$ cat config.mk
export PLATFORM = sky130hd
export DESIGN_NAME = control_unit_flat
export DESIGN_NICKNAME = d
export VERILOG_FILES = /design/src/rtl/control_unit_if.sv /design/src/rtl/control_unit.sv /design/src/flat_wrapper.sv
export SDC_FILE = /design/constraint.sdc
export NUM_CORES = 1
export LEC_CHECK = 0
export CORE_ASPECT_RATIO = 0.7
export CORE_MARGIN = 5
export CORE_UTILIZATION = 37
export CTS_BUF_LIST = sky130_fd_sc_hd__clkbuf_4 sky130_fd_sc_hd__clkbuf_8
export CTS_CLUSTER_DIAMETER = 200
export CTS_CLUSTER_SIZE = 40
export DETAILED_ROUTE_END_ITERATION = 6
export PLACE_DENSITY = 0.79
export SLEW_MARGIN = 30
export SYNTH_ARGS = -nofsm -noshare
export SYNTH_HDL_FRONTEND = slang
export SYNTH_SLANG_ARGS = --single-unit
$ cat constraint.sdc
create_clock -name ph1 -period 2.2 [get_ports ph1]
set_input_delay 0.44 -clock ph1 [delete_from_list [all_inputs] [get_ports ph1]]
set_output_delay 0.44 -clock ph1 [all_outputs]
set_load 0.01 [all_outputs]
$ cat src/rtl/control_unit_if.sv
// control_unit_if
// Groups the memory-side and datapath-side signals of the control unit.
//   data_in  : memory read data (opcode in FETCH, operand afterwards)
//   p        : processor status register (N=7, V=6, Z=1, C=0)
//   controls : 37-bit control word driven to the datapath
// Modports:
//   master : the environment/datapath side, drives data_in and p
//   slave  : the control unit itself, drives controls
interface control_unit_if;
    logic [7:0]  data_in;
    logic [7:0]  p;
    logic [36:0] controls;

    modport master (output data_in, output p, input controls);
    modport slave  (input data_in, input p, output controls);
endinterface

$ cat src/rtl/control_unit.sv
// control_unit
// Microsequenced 6502 control unit. Latches the opcode in FETCH, walks an
// 8-bit state register through the cycles of that instruction and drives a
// combinational 37-bit control word to the datapath.
// Ports:
//   ph1   : clock, all state updates on its rising edge
//   reset : asynchronous, active-high reset
//   ph2   : present only to match the CPU top port list; ignored
//   bus   : control_unit_if.slave (data_in, p in; controls out)
module control_unit (
    input  logic               ph1,
    input  logic               reset,
    input  logic               ph2,
    control_unit_if.slave      bus
);

    typedef enum logic [7:0] {
        S_RESET    = 8'd0,
        S_FETCH    = 8'd1,
        S_IMM      = 8'd2,
        S_ZP_ADDR  = 8'd3,
        S_ZP_EXEC  = 8'd4,
        S_ABS_LO   = 8'd5,
        S_ABS_HI   = 8'd6,
        S_ABS_EXEC = 8'd7,
        S_BRANCH   = 8'd8,
        S_JMP_LO   = 8'd9,
        S_JMP_HI   = 8'd10,
        S_NOP      = 8'd11
    } state_t;

    // The register is a plain byte so any value (including illegal ones)
    // can be held and recovered from.
    logic [7:0] state;
    state_t     state_nxt;
    logic [7:0] ir;

    logic       pc_inc, pc_load_lo, pc_load_hi, ir_load, mem_write;
    logic [1:0] addr_sel;
    logic       adl_load, adh_load;
    logic [3:0] alu_op;
    logic [1:0] alu_a_sel, alu_b_sel;
    logic [3:0] reg_write;
    logic [7:0] p_write_mask;
    logic       carry_sel, carry_const, sp_inc, sp_dec, branch_taken;
    logic [1:0] data_out_sel;
    logic       sync;
    logic       execute;
    logic       flag;

    // ph2 and the bits of p / ir that no state looks at.
    logic unused_bits;
    assign unused_bits = ^{ph2, bus.p[5:2], ir[4:0]};

    always_ff @(posedge ph1 or posedge reset) begin
        if (reset) begin
            state <= S_RESET;
            ir    <= 8'hEA;
        end else begin
            state <= state_nxt;
            if (state == S_FETCH)
                ir <= bus.data_in;
        end
    end

    always_comb begin
        state_nxt    = S_FETCH;
        pc_inc       = 1'b0;
        pc_load_lo   = 1'b0;
        pc_load_hi   = 1'b0;
        ir_load      = 1'b0;
        mem_write    = 1'b0;
        addr_sel     = 2'd0;
        adl_load     = 1'b0;
        adh_load     = 1'b0;
        alu_op       = 4'd0;
        alu_a_sel    = 2'd0;
        alu_b_sel    = 2'd0;
        reg_write    = 4'd0;
        p_write_mask = 8'd0;
        carry_sel    = 1'b0;
        carry_const  = 1'b0;
        sp_inc       = 1'b0;
        sp_dec       = 1'b0;
        branch_taken = 1'b0;
        data_out_sel = 2'd0;
        sync         = 1'b0;
        execute      = 1'b0;
        flag         = 1'b0;

        case (state)
            S_RESET: state_nxt = S_FETCH;
            S_FETCH: begin
                ir_load = 1'b1;
                pc_inc  = 1'b1;
                sync    = 1'b1;
                if (bus.data_in[1:0] == 2'b01) begin
                    case (bus.data_in[4:2])
                        // 0x89 would be STA #imm, which does not exist
                        3'b010:  state_nxt = (bus.data_in == 8'h89) ? S_NOP : S_IMM;
                        3'b001:  state_nxt = S_ZP_ADDR;
                        3'b011:  state_nxt = S_ABS_LO;
                        default: state_nxt = S_NOP;
                    endcase
                end else if (bus.data_in[4:0] == 5'b10000) begin
                    state_nxt = S_BRANCH;
                end else if (bus.data_in == 8'h4C) begin
                    state_nxt = S_JMP_LO;
                end else begin
                    state_nxt = S_NOP;
                end
            end
            S_IMM: begin
                pc_inc  = 1'b1;
                execute = 1'b1;
            end
            S_ZP_ADDR: begin
                adl_load  = 1'b1;
                pc_inc    = 1'b1;
                state_nxt = S_ZP_EXEC;
            end
            S_ZP_EXEC: begin
                addr_sel = 2'd2;
                execute  = 1'b1;
            end
            S_ABS_LO: begin
                adl_load  = 1'b1;
                pc_inc    = 1'b1;
                state_nxt = S_ABS_HI;
            end
            S_ABS_HI: begin
                adh_load  = 1'b1;
                pc_inc    = 1'b1;
                state_nxt = S_ABS_EXEC;
            end
            S_ABS_EXEC: begin
                addr_sel = 2'd1;
                execute  = 1'b1;
            end
            S_BRANCH: begin
                pc_inc = 1'b1;
                case (ir[7:6])
                    2'b00:   flag = bus.p[7];
                    2'b01:   flag = bus.p[6];
                    2'b10:   flag = bus.p[0];
                    default: flag = bus.p[1];
                endcase
                branch_taken = (flag == ir[5]);
            end
            S_JMP_LO: begin
                adl_load  = 1'b1;
                pc_inc    = 1'b1;
                state_nxt = S_JMP_HI;
            end
            S_JMP_HI: begin
                pc_load_lo = 1'b1;
                pc_load_hi = 1'b1;
            end
            S_NOP:   state_nxt = S_FETCH;
            default: state_nxt = S_FETCH;
        endcase

        // Shared ALU-group execute cycle for IMM / ZP / ABS.
        if (execute) begin
            alu_op = {1'b0, ir[7:5]};
            case (ir[7:5])
                3'b011, 3'b111: begin            // ADC, SBC
                    carry_sel    = 1'b1;
                    reg_write    = 4'b0001;
                    p_write_mask = 8'hC3;
                end
                3'b110: begin                    // CMP: compare with borrow-in = 1
                    carry_const  = 1'b1;
                    p_write_mask = 8'h83;
                end
                3'b100: begin                    // STA: A passes through ALU (B = 0)
                    mem_write    = 1'b1;
                    alu_b_sel    = 2'd1;
                end
                default: begin                   // ORA, AND, EOR, LDA
                    reg_write    = 4'b0001;
                    p_write_mask = 8'h82;
                end
            endcase
        end
    end

    assign bus.controls = {pc_inc, pc_load_lo, pc_load_hi, ir_load, mem_write,
                           addr_sel, adl_load, adh_load, alu_op, alu_a_sel,
                           alu_b_sel, reg_write, p_write_mask, carry_sel,
                           carry_const, sp_inc, sp_dec, branch_taken,
                           data_out_sel, sync};

endmodule

$ cat src/flat_wrapper.sv
// flat-port wrapper written by rule: the top's interface ports become plain ports
module control_unit_flat 
  (ph1, reset, ph2, bus_data_in, bus_p, bus_controls);
  control_unit_if bus_i ();
  input  logic ph1;
  input  logic reset;
  input  logic ph2;
  input wire logic [$bits(bus_i.data_in)-1:0] bus_data_in;
  input wire logic [$bits(bus_i.p)-1:0] bus_p;
  output wire logic [$bits(bus_i.controls)-1:0] bus_controls;
  assign bus_i.data_in = bus_data_in;
  assign bus_i.p = bus_p;
  assign bus_controls = bus_i.controls;
  control_unit u_core (.ph1(ph1), .reset(reset), .ph2(ph2), .bus(bus_i));
endmodule
==> impl_results.md <==
- Iter 0 DRT Violations: 19
- Die Ht: just over 50 um
- Ys async rst share: 100.0%
- Area delta synth->final: 36.39%
- RSZ-0062 raised after global routing: yes
- Skew-Pair Late Insertion Delay: between 0.2 and 0.25 ns
- Synth Register Bits: 7
- Largest area contributor in the netlist: buf_4
- Sequential share of the synthesized area: 20.82%
- Post-synthesis mux area share: ~6.6%
- Core Rows: 14
- Minimum clock period: roughly 2.2 ns
- Fin Hold WS: around 0.43 ns
- EDFF count, synth: 0
- Antenna viol nets, final: 0
- Final setup fails: 1
- Commonest cells post-synth: buf_4 (29), nor2_1 (5)
- CP startpoint kind: primary input
- Met3 Use GR: under 10%
- Maximum VDD drop: ~0.45 mV
- Worst Path Max Fanout: 1
- DR vias/cell: roughly 4.6
- Setup CP Type: in -> out
- GR peak layer: met2
- Primary FF master, synth: dfrtp_1
- NumNets Final: around 150
- Met2 Track Usage GR: slightly below 20%
- Diode count: 0
- Worst Clk Skew: 0.004351 ns
- Pleak: 0.5859 nW
- Total Routing Usage GR: roughly an eighth
- TritonCTS Buffers: 3
- Clk sinks: 7
- Post-route cell area: around 0.0012 sq mm
- Setup WS post-layout: -0.02811 ns
- Clock transition at path regs: roughly 0.05 ns
- Wire per inst: roughly 13 um
- GR met1 Demand/Resource: between 10% and 20%
- GP Congestion: roughly 0.77
- Global route total overflow: 0
- Vias in the first global route: just over 700
- Final wirelength: between 2 and 2.5 mm
- Post-Synth XOR/XNOR Area: 5.095%
- Top post-synthesis cells by area: buf_4 (25%), dfrtp_1 (12%), dfstp_2 (9.2%), xnor2_1 (4.1%), mux2_2 (3.9%)
- Post-CTS setup buffers: 0
- Fin crit share: 101.3%
- Setup slack, reg-to-reg: 0.67 ns
- Endpoint type of the worst setup path: output port
- Chip width: 67.61 um
- Simple-Gate Fraction of Synth Area: 24.75%
- Hold Vio Cnt, Final: 0
- Setup TNS: -0.02811 ns
- Starting Density: around two fifths
- Antenna violations before repair: 0
- Status: finished, violations left
- Yosys cell types: 41
- Max-slew violations: 0
- Filler cell count: about 220
- Required time worst endpoint: 1.76 ns
- Syn avg cell area: between 8 and 9 sq um
- Hold Path Class: in -> async
- Largest net degree at the start of global routing: 14
- Main combinational cell family by area after synthesis: buffers and inverters
- FMAX: 448.8 MHz
- DRC: 0
- IO Pins: 56
- Syn Inst Count: 100
- Synth warnings: 0
- Die area: roughly 0.0034 sq mm
- Power Total: roughly 1.5 mW
- Synth Area in Compound Gates: between 10 and 15%
- Post-synthesis cell area: between 800 and 900 sq um
- Adder-Cell Fraction of Synth Area: 0%
- Cell with the most instances after synthesis: buf_4
- Clock root buffer: clkbuf_4
- H-tree depth: 1
- Post-Place Cell Area: about 0.0011 sq mm
- Max clock buf depth: 2
- Synth top area share: about a quarter
- DP Wirelength: roughly 1.7 mm
- IO Port Bufs: 35
- CORE AREA: 0.002190 sq mm
- Number of max-cap violations: 0
- CTS tree: done
- First-pass GRT wire length: about 3.1 mm
- Critical path arrival: approximately 1.8 ns
- Failing checks: negative setup slack
- Power density over cell area: 1297 mW/mm^2
- Vias after detailed routing: ~750
- Drt first pass iters: 4
- Layout cell share with drive strength beyond 1: between 20% and 30%
-- metrics by stage --
step                      util [%]  setup slack (ns)  instances
final                        53.54          -0.02811        163
after floorplan                  -            0.1552        114
after CTS                    52.97           -0.1302        162
after global placement       52.17           -0.4383        158
after detailed placement     52.17           -0.4461        158
after global routing         53.54          -0.08623        163
-- critical path: stages --
cell and delay [ns]:
clkdlybuf4s50_1 0.39, mux4_2 0.48, xnor2_1 0.17, and4_1 0.18
buf_2 0.13
-- state kept, by name, indices dropped and copies added (netlist names) --
signal and count:
u_core.ir 3, u_core.state 4
-- area by class of cell --
cell class,count,area (sq um),area share (%)
tap,32,40.04,3.415
clock buffer,4,30.03,2.561
multi-input combinational,72,508.0,43.33
sequential,7,180.2,15.37
inverter,2,7.507,0.6403
timing repair buffer,46,406.6,34.69
-- report_power, final --
part	switching [mW]	internal (mW)	total [mW]
logic	0.528	0.571	1.10
clock network	0.0445	0.0813	0.126
registers	0.0804	0.216	0.297
total	0.652	0.869	1.52
-- final timing paths --
check	start	end	cells after the start
max reg2reg	u_core.state[3]	u_core.ir[6]	4
max	bus_p[1]	bus_controls[3]	5
min reg2reg	u_core.ir[5]	u_core.ir[5]	1
min	reset	u_core.state[0]	2
max in group asynchronous	reset	u_core.ir[7]	2
min in group ph1	u_core.ir[5]	u_core.ir[5]	1
-- kinds of logic (layout without fill, tap and decap cells) --
kind of cell	after synthesis	after routing
XOR/XNOR	5	5
AND/OR/NAND/NOR	32	32
flip-flops	7	7
other	1	15
AO/OA/AOI/OAI	16	16
buffers and inverters	35	52
multiplexers	4	4
-- per-layer routing --
metal  wire [um]  up-vias
met4          12        0
li1            -      370
met2        1029       28
met1         880      353
met3         154        2
met5           0        -
-- repair_timing --
action,4_1_cts,5_1_grt
gates cloned,0,1
endpoints found under the setup margin,19,7
pin swaps,0,3
hold buffers,0,0
gates resized for setup,21,12
-- layout by cell type (no fill, tap or decap), types with 2 or more instances in the layout --
cell type,instances
buf_2,2
dlygate4sd2_1,13
inv_1,2
conb_1,15
dfstp_2,3
clkdlybuf4s50_1,15
a21oi_1,3
clkbuf_2,2
nor2_1,5
buf_4,10
mux2_2,3
nand2_1,4
nor3_1,2
dlymetal6s2s_1,3
and3_1,2
dfrtp_1,3
clkbuf_4,4
o21ai_0,3
nand2b_1,2
and2_1,4
xnor2_1,4
(Power assumes the default switching activity.)
